===== src/rtl/mt9v034_embedded_sync_serializer_if.sv =====
`default_nettype none
// ============================================================================
// Module   : mt9v034_embedded_sync_serializer_if
// Brief    : Pixel stream handshake between a pixel source and the serializer.
// Revision : 1.0
// ============================================================================
interface mt9v034_embedded_sync_serializer_if;
    logic [9:0] s_data;
    logic       s_valid;
    logic       s_ready;

    modport master (output s_data, output s_valid, input  s_ready);
    modport slave  (input  s_data, input  s_valid, output s_ready);
endinterface
`default_nettype wire


===== src/rtl/mt9v034_embedded_sync_serializer.sv =====
`default_nettype none
// ============================================================================
// Module   : mt9v034_embedded_sync_serializer
// Brief    : MT9V034-style LVDS transmit framer: embedded sync codes, 12-bit
//            words (start, 10 data LSB first, stop) serialized one bit/clock.
// Revision : 1.0
// ============================================================================
module mt9v034_embedded_sync_serializer #(
    parameter int         H_ACTIVE   = 752,
    parameter int         V_ACTIVE   = 480,
    parameter int         H_BLANK    = 94,
    parameter int         V_BLANK    = 45,
    parameter logic [9:0] FILL_PIXEL = 10'h001
) (
    input  wire logic                          TxClk,
    input  wire logic                          reset,
    input  wire logic                          enable,
    mt9v034_embedded_sync_serializer_if.slave  pix,
    output logic                               ser_out,
    output logic                               word_strobe,
    output logic                               frame_active,
    output logic                               underrun
);
    localparam int c_line_words = H_ACTIVE + H_BLANK + 6;
    localparam int c_pw         = $clog2(c_line_words);
    localparam int c_v_max      = (V_ACTIVE > V_BLANK) ? V_ACTIVE : V_BLANK;
    localparam int c_lw         = (c_v_max > 1) ? $clog2(c_v_max) : 1;

    typedef enum logic [2:0] {
        S_IDLE       = 3'd0,
        S_SYNC_START = 3'd1,
        S_ACTIVE     = 3'd2,
        S_SYNC_END   = 3'd3,
        S_HBLANK     = 3'd4,
        S_VBLANK     = 3'd5
    } state_t;

    state_t            r_state;
    logic [3:0]        r_bit_cnt;
    logic [c_pw-1:0]   r_pix_cnt;
    logic [c_lw-1:0]   r_line_cnt;
    logic [11:0]       r_shift;
    logic              r_in_frame;
    logic              r_underrun;

    state_t            w_state_nxt;
    logic [c_pw-1:0]   w_pix_nxt;
    logic [c_lw-1:0]   w_line_nxt;
    logic [9:0]        w_word;
    logic [9:0]        w_clamped;
    logic              w_in_frame;
    logic              w_pix_slot;
    logic              w_word_end;
    logic              w_last_line;

    assign w_word_end  = (r_bit_cnt == 4'd11);
    assign w_last_line = (r_line_cnt == c_lw'(V_ACTIVE - 1));
    assign w_clamped   = (pix.s_data == 10'h3FF) ? 10'h3FE :
                         (pix.s_data == 10'h000) ? 10'h001 : pix.s_data;

    // Decides the word loaded at the end of the current word (bit 11).
    always_comb begin
        w_state_nxt = r_state;
        w_pix_nxt   = r_pix_cnt + 1'b1;
        w_line_nxt  = r_line_cnt;
        w_word      = 10'h000;
        w_in_frame  = 1'b0;
        w_pix_slot  = 1'b0;
        case (r_state)
            S_IDLE: begin
                w_pix_nxt = '0;
                if (enable) begin
                    // FS word 0 leaves from IDLE directly; SYNC_START sends the rest.
                    w_word      = 10'h3FF;
                    w_in_frame  = 1'b1;
                    w_state_nxt = S_SYNC_START;
                    w_pix_nxt   = c_pw'(1);
                    w_line_nxt  = '0;
                end
            end
            S_SYNC_START: begin
                w_in_frame = 1'b1;
                case (r_pix_cnt)
                    c_pw'(0): w_word = 10'h3FF;
                    c_pw'(1): w_word = 10'h000;
                    default:  w_word = (r_line_cnt == '0) ? 10'h3FF : 10'h100;
                endcase
                if (r_pix_cnt == c_pw'(2)) begin
                    w_state_nxt = S_ACTIVE;
                    w_pix_nxt   = '0;
                end
            end
            S_ACTIVE: begin
                w_in_frame = 1'b1;
                w_pix_slot = 1'b1;
                w_word     = pix.s_valid ? w_clamped : FILL_PIXEL;
                if (r_pix_cnt == c_pw'(H_ACTIVE - 1)) begin
                    w_state_nxt = S_SYNC_END;
                    w_pix_nxt   = '0;
                end
            end
            S_SYNC_END: begin
                w_in_frame = 1'b1;
                case (r_pix_cnt)
                    c_pw'(0): w_word = 10'h3FF;
                    c_pw'(1): w_word = 10'h000;
                    default:  w_word = w_last_line ? 10'h300 : 10'h200;
                endcase
                if (r_pix_cnt == c_pw'(2)) begin
                    w_state_nxt = S_HBLANK;
                    w_pix_nxt   = '0;
                end
            end
            S_HBLANK: begin
                w_in_frame = !w_last_line;
                if (r_pix_cnt == c_pw'(H_BLANK - 1)) begin
                    w_pix_nxt = '0;
                    if (w_last_line) begin
                        w_state_nxt = S_VBLANK;
                        w_line_nxt  = '0;
                    end else begin
                        w_state_nxt = S_SYNC_START;
                        w_line_nxt  = r_line_cnt + 1'b1;
                    end
                end
            end
            S_VBLANK: begin
                if (r_pix_cnt == c_pw'(c_line_words - 1)) begin
                    w_pix_nxt = '0;
                    if (r_line_cnt == c_lw'(V_BLANK - 1)) begin
                        w_line_nxt  = '0;
                        w_state_nxt = enable ? S_SYNC_START : S_IDLE;
                    end else begin
                        w_line_nxt = r_line_cnt + 1'b1;
                    end
                end
            end
            default: begin
                w_state_nxt = S_IDLE;
                w_pix_nxt   = '0;
                w_line_nxt  = '0;
            end
        endcase
    end

    always_ff @(posedge TxClk) begin
        if (reset) begin
            r_state    <= S_IDLE;
            r_bit_cnt  <= 4'd0;
            r_pix_cnt  <= '0;
            r_line_cnt <= '0;
            r_shift    <= 12'h001;
            r_in_frame <= 1'b0;
            r_underrun <= 1'b0;
        end else if (w_word_end) begin
            r_state    <= w_state_nxt;
            r_bit_cnt  <= 4'd0;
            r_pix_cnt  <= w_pix_nxt;
            r_line_cnt <= w_line_nxt;
            r_shift    <= {1'b0, w_word, 1'b1};
            r_in_frame <= w_in_frame;
            if (w_pix_slot && !pix.s_valid) begin
                r_underrun <= 1'b1;
            end
        end else begin
            r_bit_cnt  <= r_bit_cnt + 4'd1;
            r_shift    <= {1'b0, r_shift[11:1]};
        end
    end

    // Outputs are forced low while reset is held, independent of the word in flight.
    assign pix.s_ready  = !reset && w_word_end && w_pix_slot;
    assign ser_out      = !reset && r_shift[0];
    assign word_strobe  = !reset && (r_bit_cnt == 4'd0);
    assign frame_active = r_in_frame;
    assign underrun     = r_underrun;
endmodule
`default_nettype wire


===== src/flat_wrapper.sv =====
// flat-port wrapper written by rule: the top's interface ports become plain ports
module mt9v034_embedded_sync_serializer_flat 
#(
    parameter int         H_ACTIVE   = 752,
    parameter int         V_ACTIVE   = 480,
    parameter int         H_BLANK    = 94,
    parameter int         V_BLANK    = 45,
    parameter logic [9:0] FILL_PIXEL = 10'h001
)
  (TxClk, reset, enable, ser_out, word_strobe, frame_active, underrun, pix_s_data, pix_s_valid, pix_s_ready);
  mt9v034_embedded_sync_serializer_if pix_i ();
  input  wire logic TxClk;
  input  wire logic reset;
  input  wire logic enable;
  output logic ser_out;
  output logic word_strobe;
  output logic frame_active;
  output logic underrun;
  input wire logic [$bits(pix_i.s_data)-1:0] pix_s_data;
  input wire logic [$bits(pix_i.s_valid)-1:0] pix_s_valid;
  output wire logic [$bits(pix_i.s_ready)-1:0] pix_s_ready;
  assign pix_i.s_data = pix_s_data;
  assign pix_i.s_valid = pix_s_valid;
  assign pix_s_ready = pix_i.s_ready;
  mt9v034_embedded_sync_serializer #(.H_ACTIVE(H_ACTIVE), .V_ACTIVE(V_ACTIVE), .H_BLANK(H_BLANK), .V_BLANK(V_BLANK), .FILL_PIXEL(FILL_PIXEL)) u_core (.TxClk(TxClk), .reset(reset), .enable(enable), .pix(pix_i), .ser_out(ser_out), .word_strobe(word_strobe), .frame_active(frame_active), .underrun(underrun));
endmodule

===== config.mk =====
export PLATFORM = sky130hd
export DESIGN_NAME = mt9v034_embedded_sync_serializer_flat
export DESIGN_NICKNAME = d
export VERILOG_FILES = /design/src/rtl/mt9v034_embedded_sync_serializer_if.sv /design/src/rtl/mt9v034_embedded_sync_serializer.sv /design/src/flat_wrapper.sv
export SDC_FILE = /design/constraint.sdc
export NUM_CORES = 1
export LEC_CHECK = 0
export ABC_AREA = 1
export ABC_CLOCK_PERIOD_IN_PS = 3700
export CAP_MARGIN = 20
export CELL_PAD_IN_SITES_DETAIL_PLACEMENT = 1
export CELL_PAD_IN_SITES_GLOBAL_PLACEMENT = 1
export CORE_ASPECT_RATIO = 1.25
export CORE_MARGIN = 4
export CORE_UTILIZATION = 35
export DETAILED_ROUTE_END_ITERATION = 8
export HOLD_SLACK_MARGIN = 0.05
export PLACE_DENSITY = 0.73
export SETUP_SLACK_MARGIN = 0.2
export SLEW_MARGIN = 20
export SYNTH_ARGS = -nofsm -noshare
export SYNTH_HDL_FRONTEND = slang
export SYNTH_SLANG_ARGS = --single-unit

===== constraint.sdc =====
create_clock -name TxClk -period 3.7 [get_ports TxClk]
set_input_delay 0.555 -clock TxClk [delete_from_list [all_inputs] [get_ports TxClk]]
set_output_delay 0.555 -clock TxClk [all_outputs]
set_load 0.1 [all_outputs]

==> flow_metrics.env <==
export IMPL_finalCritPeriodShare_pct=66.4
export IMPL_grtUsageTotal_pct=17.2
export IMPL_netlist_area_um2=2560
export IMPL_dp_cells=522
export IMPL_fin_skew_ns=0.00561
export IMPL_drtIter0Drc=130
export IMPL_syn2layout_area_growth_pct=13.1
export IMPL_grt_pass1_wl_mm=12.6
export IMPL_post_cts_buffers=0
export IMPL_cts_tree="built"
export IMPL_required_ns=3.14
export IMPL_postCtsHoldBufs=0
export IMPL_p_per_area_nw_per_um2=267
export IMPL_antenna_found_initial=0
export IMPL_initial_core_util_pct=36.3
export IMPL_hold_violations=0
export IMPL_period_needed_ns=2.46
export IMPL_io_buffers=18
export IMPL_status="complete, no violations"
export IMPL_syn_num_nets=440
export IMPL_grt_setup_unrepaired="no"
export IMPL_synth_edf_count=0
export IMPL_start_kind="input port"
export IMPL_fin_nets=461
export IMPL_clock_root_buffer="clkbuf_8"
export IMPL_dpl_hpwl_mm=5.76
export IMPL_min_path_type="reg2reg"
export IMPL_htreeDepth=2
export IMPL_dieWidth_um=84.5
export IMPL_rows=34
export IMPL_overflow=0
export IMPL_worstMarginPinSlew_ns=0.966
export IMPL_fin_setup_tns_ns=0
export IMPL_dieHeight_um=104
export IMPL_synth_async_sr_flop_share_pct=0
export IMPL_yosysSeqAreaShare_pct=30.5
export IMPL_viasPerCell=4.77
export IMPL_first_global_vias=2697
export IMPL_clock_fmax_mhz=407
export IMPL_yosys_warnings=0
export IMPL_place_congestion=0.857
export IMPL_numClockSinks=39
export IMPL_cts_resized=0
export IMPL_vias=2528
export IMPL_cts_buffers=5
export IMPL_netlist_instances=418
export IMPL_synthFlopType="dfxtp_1"
export IMPL_final_core_util_pct=41.0
export IMPL_ant_nets=0
export IMPL_whs_ns=0.423
export IMPL_io_pins=19
export IMPL_drcViolationCount=0
export IMPL_antenna_cells=0
export IMPL_slew_headroom_pct=35.4
export IMPL_yosys_register_bits=39
export IMPL_ys_types=33
export IMPL_cp_max_fo=11
export IMPL_slew_viol_final=0
export IMPL_wirelength_mm=7.06
export IMPL_cap_violations=0
export IMPL_cp_data_arrival_time_ns=1.90
export IMPL_die_area_um2=8760
export IMPL_cts_buffer_depth=2
export IMPL_critical_path_class="in2out"
export IMPL_insertion_delay_ns=0.29
export IMPL_p_leak_uw=0.00134
export IMPL_avgRoutedWirePerCell_um=13.3
export IMPL_drive_gt1_share_pct=10.2
export IMPL_path_clk_slew_ns=0.08
export IMPL_fp_coreArea_um2=7060
export IMPL_grt_max_degree=18
export IMPL_setup_viol=0
export IMPL_syn_area_per_cell_um2=6.13
export IMPL_peakVddDrop_mv=0.146
export IMPL_dpl_worst_slack_ns=1.21
export IMPL_fin_ws_ns=1.24
export IMPL_cp_end_kind="output port"
export IMPL_fin_cells=530
export IMPL_firstDrtPassIters=4
## registers in the layout, summed over array words and instances (netlist names)
signal	count
u_core.frame_active	1
u_core.r_pix_cnt	10
u_core.r_line_cnt	9
u_core.underrun	1
u_core.r_shift	11
u_core.r_state	3
u_core.r_bit_cnt	4
## metal layers
metal	global-route usage [%]	wire, um
met1	19.8	3040
met2	32.1	3740
met3	2.78	148
met4	4.98	125
met5	0	0
## kinds of logic (layout without fill, tap and decap cells)
logic type | Yosys count | in the layout | synth area share [%]
AO/OA/AOI/OAI | 40 | 40 | 8.50
buffers and inverters | 70 | 92 | 11.0
XOR/XNOR | 7 | 7 | 2.39
flip-flops | 39 | 39 | 30.5
AND/OR/NAND/NOR | 254 | 254 | 43.7
adder cells (fa/ha/maj) | 8 | 8 | 3.91
## synth_stat cells (2+ instances only)
| library cell | number | area (um2) |
|---|---|---|
| a21oi_1 | 15 | 75.1 |
| buf_6 | 2 | 22.5 |
| dfxtp_1 | 39 | 781 |
| ha_1 | 8 | 100 |
| inv_1 | 56 | 210 |
| inv_2 | 9 | 33.8 |
| nand2_1 | 140 | 526 |
| nand2_2 | 5 | 31.3 |
| nand3_1 | 29 | 145 |
| nand4_1 | 5 | 31.3 |
| nor2_1 | 48 | 180 |
| nor2_2 | 11 | 68.8 |
| nor2_4 | 3 | 33.8 |
| nor3_1 | 5 | 25.0 |
| o21ai_0 | 11 | 55.1 |
| o21ai_1 | 8 | 40.0 |
| o21bai_1 | 2 | 15.0 |
| or2_2 | 2 | 12.5 |
| xor2_1 | 6 | 52.6 |
## cell usage in the layout, fill, tap and decap left out, types with 9 or more instances in the layout
| cell | instances |
|---|---|
| nor2_1 | 48 |
| nand3_1 | 29 |
| inv_2 | 9 |
| nor2_2 | 11 |
| o21ai_0 | 11 |
| dfxtp_1 | 39 |
| a21oi_1 | 15 |
| nand2_1 | 140 |
| inv_1 | 56 |
| clkdlybuf4s50_1 | 15 |
## cell type report
cell class,instances,area [um2]
fillers,992,4160
multi-input cells,309,1500
flip-flops and latches,39,781
inverters,66,250
repair buffers,18,173
well taps,90,113
clock buffers,7,76.3
clock inverters,1,5.00
## critical path, cell delays in order
cell and delay [ns]:
clkdlybuf4s50_1 0.61, nor2_2 0.25, inv_1 0.10, nor2_1 0.09, buf_4 0.29
## final timing paths
path	start	end	slack [ns]	depth (start not counted)
max	reset	pix_s_ready	1.24	5
min	u_core.r_shift[1]	u_core.r_shift[0]	0.42	1
max reg2reg	u_core.r_line_cnt[0]	u_core.r_line_cnt[0]	1.91	8
min reg2reg	u_core.r_shift[1]	u_core.r_shift[0]	0.42	1
## power breakdown
group	total (uW)	internal, uW	switching [uW]
logic	63.9	23.9	40.0
clock network	284	132	152
registers	425	423	2.21
total	773	579	194
## stage by stage
stage / power (uW) / instance area [um2]
2_1_floorplan: 472 / 2560
3_5_place_dp: 500 / 2820
4_1_cts: 784 / 2900
3_3_place_gp: 498 / 2820
6_report: 773 / 2900
5_1_grt: 806 / 2900
No activity file was read; power rests on OpenSTA's default activity.
==> variant 1: new RTL, same settings <==
`V_BLANK` is set to 45 in 2 places; all go to 90.
--- a/src/rtl/mt9v034_embedded_sync_serializer.sv
+++ b/src/rtl/mt9v034_embedded_sync_serializer.sv
@@ -10,5 +10,5 @@
     parameter int         V_ACTIVE   = 480,
     parameter int         H_BLANK    = 94,
-    parameter int         V_BLANK    = 45,
+    parameter int         V_BLANK    = 90,
     parameter logic [9:0] FILL_PIXEL = 10'h001
 ) (
--- a/src/flat_wrapper.sv
+++ b/src/flat_wrapper.sv
@@ -5,5 +5,5 @@
     parameter int         V_ACTIVE   = 480,
     parameter int         H_BLANK    = 94,
-    parameter int         V_BLANK    = 45,
+    parameter int         V_BLANK    = 90,
     parameter logic [9:0] FILL_PIXEL = 10'h001
 )
Function: no difference found for any inputs over 10 cycles, from zero or initial values and one cycle with reset high; that may be too few to reach the edited logic, so the function may still have changed.
==> variant 1 against the original RTL <==
- critical endpoint unchanged
- final area shrank 2.5%
- total power up 3.7%
- clock skew is 0.0014 ns higher
- worst hold slack worse by 0.0039 ns
- setup slack improved by 0.086 ns
- sequential cell count unchanged
- area after synthesis fell by 2.7%
- routed wire length is 9.2% lower
- synthesized cell count shrank 4.5%
==> variant 1: results (changes against the original RTL) <==
Status
The run finished with clean final reports.

GRT
The wire length of the first global-routing pass is 11300 um (-10%). The number of antenna violations at the first check in global routing is 0 (unchanged). The largest net degree at the start of global routing was 18 (unchanged). The via count of the first global-routing pass is 2536 (-6.0%). The overall track demand over capacity in global routing is 16.0% (-1.2 points).

Setup path
The biggest fanout along the worst timing path came to 9 (-2). The worst reg2reg path depth is 11 (+3). The data arrival time of the critical path came to 1.82 ns (-0.08 ns). In this run the critical register-to-register path is captured at u_core.r_line_cnt[0]$_SDFFE_PP0P_. The destination of the critical timing path is pix_s_ready. The critical path's largest stage delay is 0.57 ns (-0.04 ns). In this run the critical register-to-register path is launched from u_core.r_pix_cnt[1]$_SDFFE_PP0P_.

The minimum setup slack among reg-to-reg paths is 1.64 ns (-0.27 ns).

STA
The measured slew at the worst slew-check pin is 0.968 ns (+0.00200 ns). The sum of negative setup slack is 0 ns (unchanged). The max-slew violation count is 0 (unchanged). The count of final hold-check violations is 0 (unchanged). The worst clock skew is 0.00700 ns (+0.00139 ns).

The worst hold slack after final layout came to 0.419 ns (-0.00386 ns).

Pwr
The leakage power figure is 1.29 nW (-3.3%). The switching power total is 0.000186 W (-4.2%). The sequential share of power is 53.0% (-2.0 points). The peak supply drop is 0.130 mV (-11%). The proportion of power drawn by the clock network is 39.5% (+2.7 points). The power drawn by the clock network was 0.000316 W (+11%).

Min path
The end of the worst hold path is u_core.r_shift[0]$_SDFF_PP1_. The class of the tightest hold or removal check is reg2reg. The cell count of the worst hold path was 1 (unchanged). The startpoint identified for the worst hold timing path is u_core.r_shift[1]$_SDFF_PP0_.

Logic synthesis
The commonest cells after synthesis are sky130_fd_sc_hd__nand2_1, sky130_fd_sc_hd__nor2_1, sky130_fd_sc_hd__inv_1. The part of the Yosys area used for sequential elements is 31.3% (+0.86 points). In the post-synthesis netlist, the biggest area contributors are sky130_fd_sc_hd__dfxtp_1, sky130_fd_sc_hd__nand2_1, sky130_fd_sc_hd__nand3_1, sky130_fd_sc_hd__nor2_1, sky130_fd_sc_hd__inv_1. The synthesized instance count is 399 (-4.5%).

The top flip-flop cell by instance count after synthesis is sky130_fd_sc_hd__dfxtp_1. The net count after synthesis is 422 (-4.1%). The number of unique standard cell types used by synthesis was 26 (-21%).

The proportion of register bits with asynchronous set or reset after synthesis is 0% (unchanged).

Placed design
The routability congestion estimate is 0.828 (-3.4%). The count of port buffers added during placement was 18 (unchanged). The post-detailed-placement half-perimeter wirelength is 5190 um (-10%).

Route
The average via count per standard cell is 4.87 (+2.2%). The count of routing violations after the opening detailed-route iteration is 59 (-55%). The post-detailed-route wirelength per cell was 12.7 um (-4.9%).

Cells and area
In the final layout, the registers with the most flip-flops are u_core.r_shift x11, u_core.r_pix_cnt x10, u_core.r_line_cnt x9. The fill cell instance count of the final layout was 956 (-3.6%). The layout cell share with drive strength beyond 1 is 7.45% (-2.8 points).

The number of diodes is 0 (unchanged). The final-stage net count is 438 (-5.0%).

CTS
The buffer type at the clock tree root is sky130_fd_sc_hd__clkbuf_8. The post-CTS repair timing setup buffer count is 0 (unchanged).
[variant 1: layout make-up]
cell class | instances | area (sq um) | area share, %
tap | 90 | 113 | 3.99
inverter | 52 | 195 | 6.91
clock buffer | 8 | 100 | 3.54
multi-input combinational | 298 | 1460 | 51.6
sequential | 39 | 781 | 27.6
timing repair buffer | 19 | 180 | 6.38
[variant 1: worst register-to-register path, cell delays in order (launching register included)]
cell                      delay (ns)
sky130_fd_sc_hd__dfxtp_1        0.34
sky130_fd_sc_hd__inv_1          0.13
sky130_fd_sc_hd__ha_1           0.21
sky130_fd_sc_hd__nand3_1        0.10
sky130_fd_sc_hd__nor2_1         0.12
sky130_fd_sc_hd__nand2_1        0.07
sky130_fd_sc_hd__nand2_1        0.10
sky130_fd_sc_hd__nand2_2        0.09
sky130_fd_sc_hd__nor2_2         0.42
sky130_fd_sc_hd__nand2_1        0.17
sky130_fd_sc_hd__nand2_1        0.16
sky130_fd_sc_hd__nor2_1         0.06
[variant 1: metrics by stage]
step                area [sq um]  instances  setup WS [ns]
floorplan                   2490        399          0.930
global placement            2730        498           1.32
detailed placement          2730        498           1.33
CTS                         2830        506           1.31
global route                2830        506           1.17
finish                      2830        506           1.33
[variant 1: cells by family after synthesis]
group / after synthesis / synth area share [%]
adders and majority gates: 9 / 4.52
xor gates and xnor gates: 9 / 3.16
DFF: 39 / 31.3
and+or+nand+nor: 234 / 40.1
AOI/OAI and AO/OA: 46 / 10.6
buffers and inverters: 62 / 10.2
[variant 1: routing by layer]
layer	vias up	global-route usage, %	wire (um)
li1	1284	-	-
met2	17	31.7	3410
met3	8	2.58	129
met1	1157	17.8	2800
met5	-	0	0
met4	0	3.96	72
==> variant 2: new RTL, config.mk and constraints unchanged <==
Made on the original files. Re-encode `state_t` (6 states) as one-hot, 6 bits wide.
--- a/src/rtl/mt9v034_embedded_sync_serializer.sv
+++ b/src/rtl/mt9v034_embedded_sync_serializer.sv
@@ -27,11 +27,11 @@
     localparam int c_lw         = (c_v_max > 1) ? $clog2(c_v_max) : 1;
 
-    typedef enum logic [2:0] {
-        S_IDLE       = 3'd0,
-        S_SYNC_START = 3'd1,
-        S_ACTIVE     = 3'd2,
-        S_SYNC_END   = 3'd3,
-        S_HBLANK     = 3'd4,
-        S_VBLANK     = 3'd5
+    typedef enum logic [5:0] {
+        S_IDLE       = 6'b000001,
+        S_SYNC_START = 6'b000010,
+        S_ACTIVE     = 6'b000100,
+        S_SYNC_END   = 6'b001000,
+        S_HBLANK     = 6'b010000,
+        S_VBLANK     = 6'b100000
     } state_t;
 
Formal check against the unedited RTL: same outputs for any inputs over 10 cycles, from zero or initial values and one cycle with reset high; not proved beyond that.
==> variant 2 against the original RTL <==
- total power up 16%
- register-to-register slack worse by 0.15 ns
- sequential cell count up 3
- area after synthesis up 15%
- final area up 15%
- routed wire length up 13%
- count of clock-buffer cells in the layout down 1
- setup slack worse by 0.13 ns
- highest routed layer unchanged
==> variant 2: results (changes against the original RTL) <==
Pwr
The peak supply drop was 0.269 mV (+85%). The switching power total came to 0.000217 W (+12%). The leakage power figure is 1.56 nW (+16%).

CTS
The clock latency on the worst-skew pair came to 0.31 ns (+0.02 ns). The post-CTS repair timing setup buffer count is 0 (unchanged).

Placed design
The placement-stage worst setup slack is 1.10 ns (-0.104 ns). The count of port buffers added during placement is 18 (unchanged). The post-detailed-placement half-perimeter wirelength is 6470 um (+12%). The routability congestion estimate is 0.792 (-7.5%).

GRT
The wire length of the first global-routing pass is 13500 um (+7.4%). The largest net degree at the start of global routing is 14 (-4). The via count of the first global-routing pass is 2988 (+11%).

The overall track demand over capacity in global routing is 16.7% (-0.57 points). The number of antenna violations at the first check in global routing came to 0 (unchanged).

Route
The detailed-route wire length is 8010 um (+13%). The routed length on met3 is 161 um (+8.8%). The count of routing violations after the opening detailed-route iteration is 139 (+6.9%). The average via count per standard cell came to 4.91 (+2.9%). The wire length on met2 is 4400 um (+18%). The total routed wire length on the met1 layer was 3310 um (+8.9%).

Min path
The cell count of the worst hold path was 1 (unchanged). The tightest min-delay check is of the reg2reg type. The worst hold path begins at u_core.r_shift[1]$_SDFF_PP0_.

Setup path
The critical register-to-register path startpoint is u_core.r_bit_cnt[0]$_SDFF_PP0_. The biggest fanout along the worst timing path is 11 (unchanged). The minimum setup slack among reg-to-reg paths is 1.76 ns (-0.15 ns). The data arrival time of the critical path is 2.03 ns (+0.13 ns). The worst reg2reg path depth was 7 (-1). The endpoint identified for the worst register-to-register timing path is u_core.r_bit_cnt[3]$_SDFF_PP0_.

Cells and area
The final-stage net count is 508 (+10%). The layout cell share with drive strength beyond 1 came to 13.3% (+3.1 points).

Logic synthesis
By area the synthesized netlist is led by sky130_fd_sc_hd__dfxtp_1, sky130_fd_sc_hd__nand2_1, sky130_fd_sc_hd__inv_1, sky130_fd_sc_hd__nor2_1, sky130_fd_sc_hd__nand3_1. Sorting the synthesized cells by how often they occur yields sky130_fd_sc_hd__nand2_1, sky130_fd_sc_hd__inv_1, sky130_fd_sc_hd__nor2_1. The number of unique standard cell types used by synthesis was 39 (+18%). The part of the Yosys area used for sequential elements is 28.5% (-2.0 points).

The net count after synthesis is 486 (+10%).

STA
The measured slew at the worst slew-check pin was 0.962 ns (-0.00357 ns). The worst clock skew came to 0.0161 ns (+0.0105 ns).

Status
The run finished with clean final reports.
## variant 2: changes by cell type in the layout (fill, tap and decap cells not counted), sizes merged, moves of 2 or more
cell / change
nand4: +4
inv: -6
buf: +3
nand2: +29
clkinv: +2
nor2: +9
o21ai: -3
nand3b: +2
dfxtp: +3
nor3: -5
nand3: +9
## variant 2: layer usage
| layer | global-route usage, % | up-vias |
|---|---|---|
| met2 | 33.2 | 25 |
| met3 | 2.51 | 9 |
| li1 | - | 1486 |
| met1 | 17.3 | 1346 |
| met4 | 5.72 | 0 |
| met5 | 0 | - |
## variant 2: layout make-up
class,count,area (sq um)
fillers,1114,4900
multi-input cells,353,1830
flip-flops and latches,42,841
inverters,63,236
repair buffers,21,195
well taps,97,121
clock buffers,6,72.6
clock inverters,2,37.5
## variant 2: power by group through the flow
stage | clock (W) | combinational, W | sequential, W
floorplan | 0 | 0.0000374 | 0.000467
global placement | 0 | 0.0000682 | 0.000468
detailed placement | 0 | 0.0000704 | 0.000468
CTS | 0.000385 | 0.0000705 | 0.000457
global route | 0.000404 | 0.0000761 | 0.000458
finish | 0.000373 | 0.0000694 | 0.000457
## variant 2: cells by family (layout without fill, tap and decap cells)
group	Yosys count	in the layout	synth area share [%]
AO/OA/AOI/OAI	36	36	7.80
adder cells (fa/ha/maj)	8	8	3.39
buffers and inverters	69	92	9.37
flip-flops	42	42	28.5
XOR/XNOR	7	7	2.08
AND/OR/NAND/NOR	302	302	48.9
## variant 2: worst max-delay path by stage
stage / from / end / slack [ns] / depth (start not counted)
6_report: reset / pix_s_ready / 1.11 / 6
5_1_grt: u_core.r_bit_cnt[0]$_SDFF_PP0_ / pix_s_ready / 0.98 / 6
4_1_cts: u_core.r_bit_cnt[0]$_SDFF_PP0_ / pix_s_ready / 1.09 / 6
3_5_place_dp: reset / pix_s_ready / 1.10 / 6
3_3_place_gp: reset / pix_s_ready / 1.20 / 6
2_1_floorplan: reset / pix_s_ready / 0.79 / 4
## variant 2: critical path: stages
cell	delay (ns)
sky130_fd_sc_hd__clkdlybuf4s50_1	0.40
sky130_fd_sc_hd__buf_4	0.19
sky130_fd_sc_hd__nor2_1	0.29
sky130_fd_sc_hd__inv_1	0.17
sky130_fd_sc_hd__nor2_1	0.12
sky130_fd_sc_hd__buf_4	0.30
## variant 2: stage by stage
stage | area [sq um] | instances | total power (W) | utilization [%] | hold slack (ns)
after floorplan | 2950 | 464 | 0.000505 | - | 0.393
after global placement | 3230 | 576 | 0.000536 | 39.2 | 0.406
after detailed placement | 3230 | 576 | 0.000538 | 39.2 | 0.414
after CTS | 3340 | 584 | 0.000913 | 40.5 | 0.433
after global routing | 3340 | 584 | 0.000939 | 40.5 | 0.448
final | 3340 | 584 | 0.000900 | 40.5 | 0.424
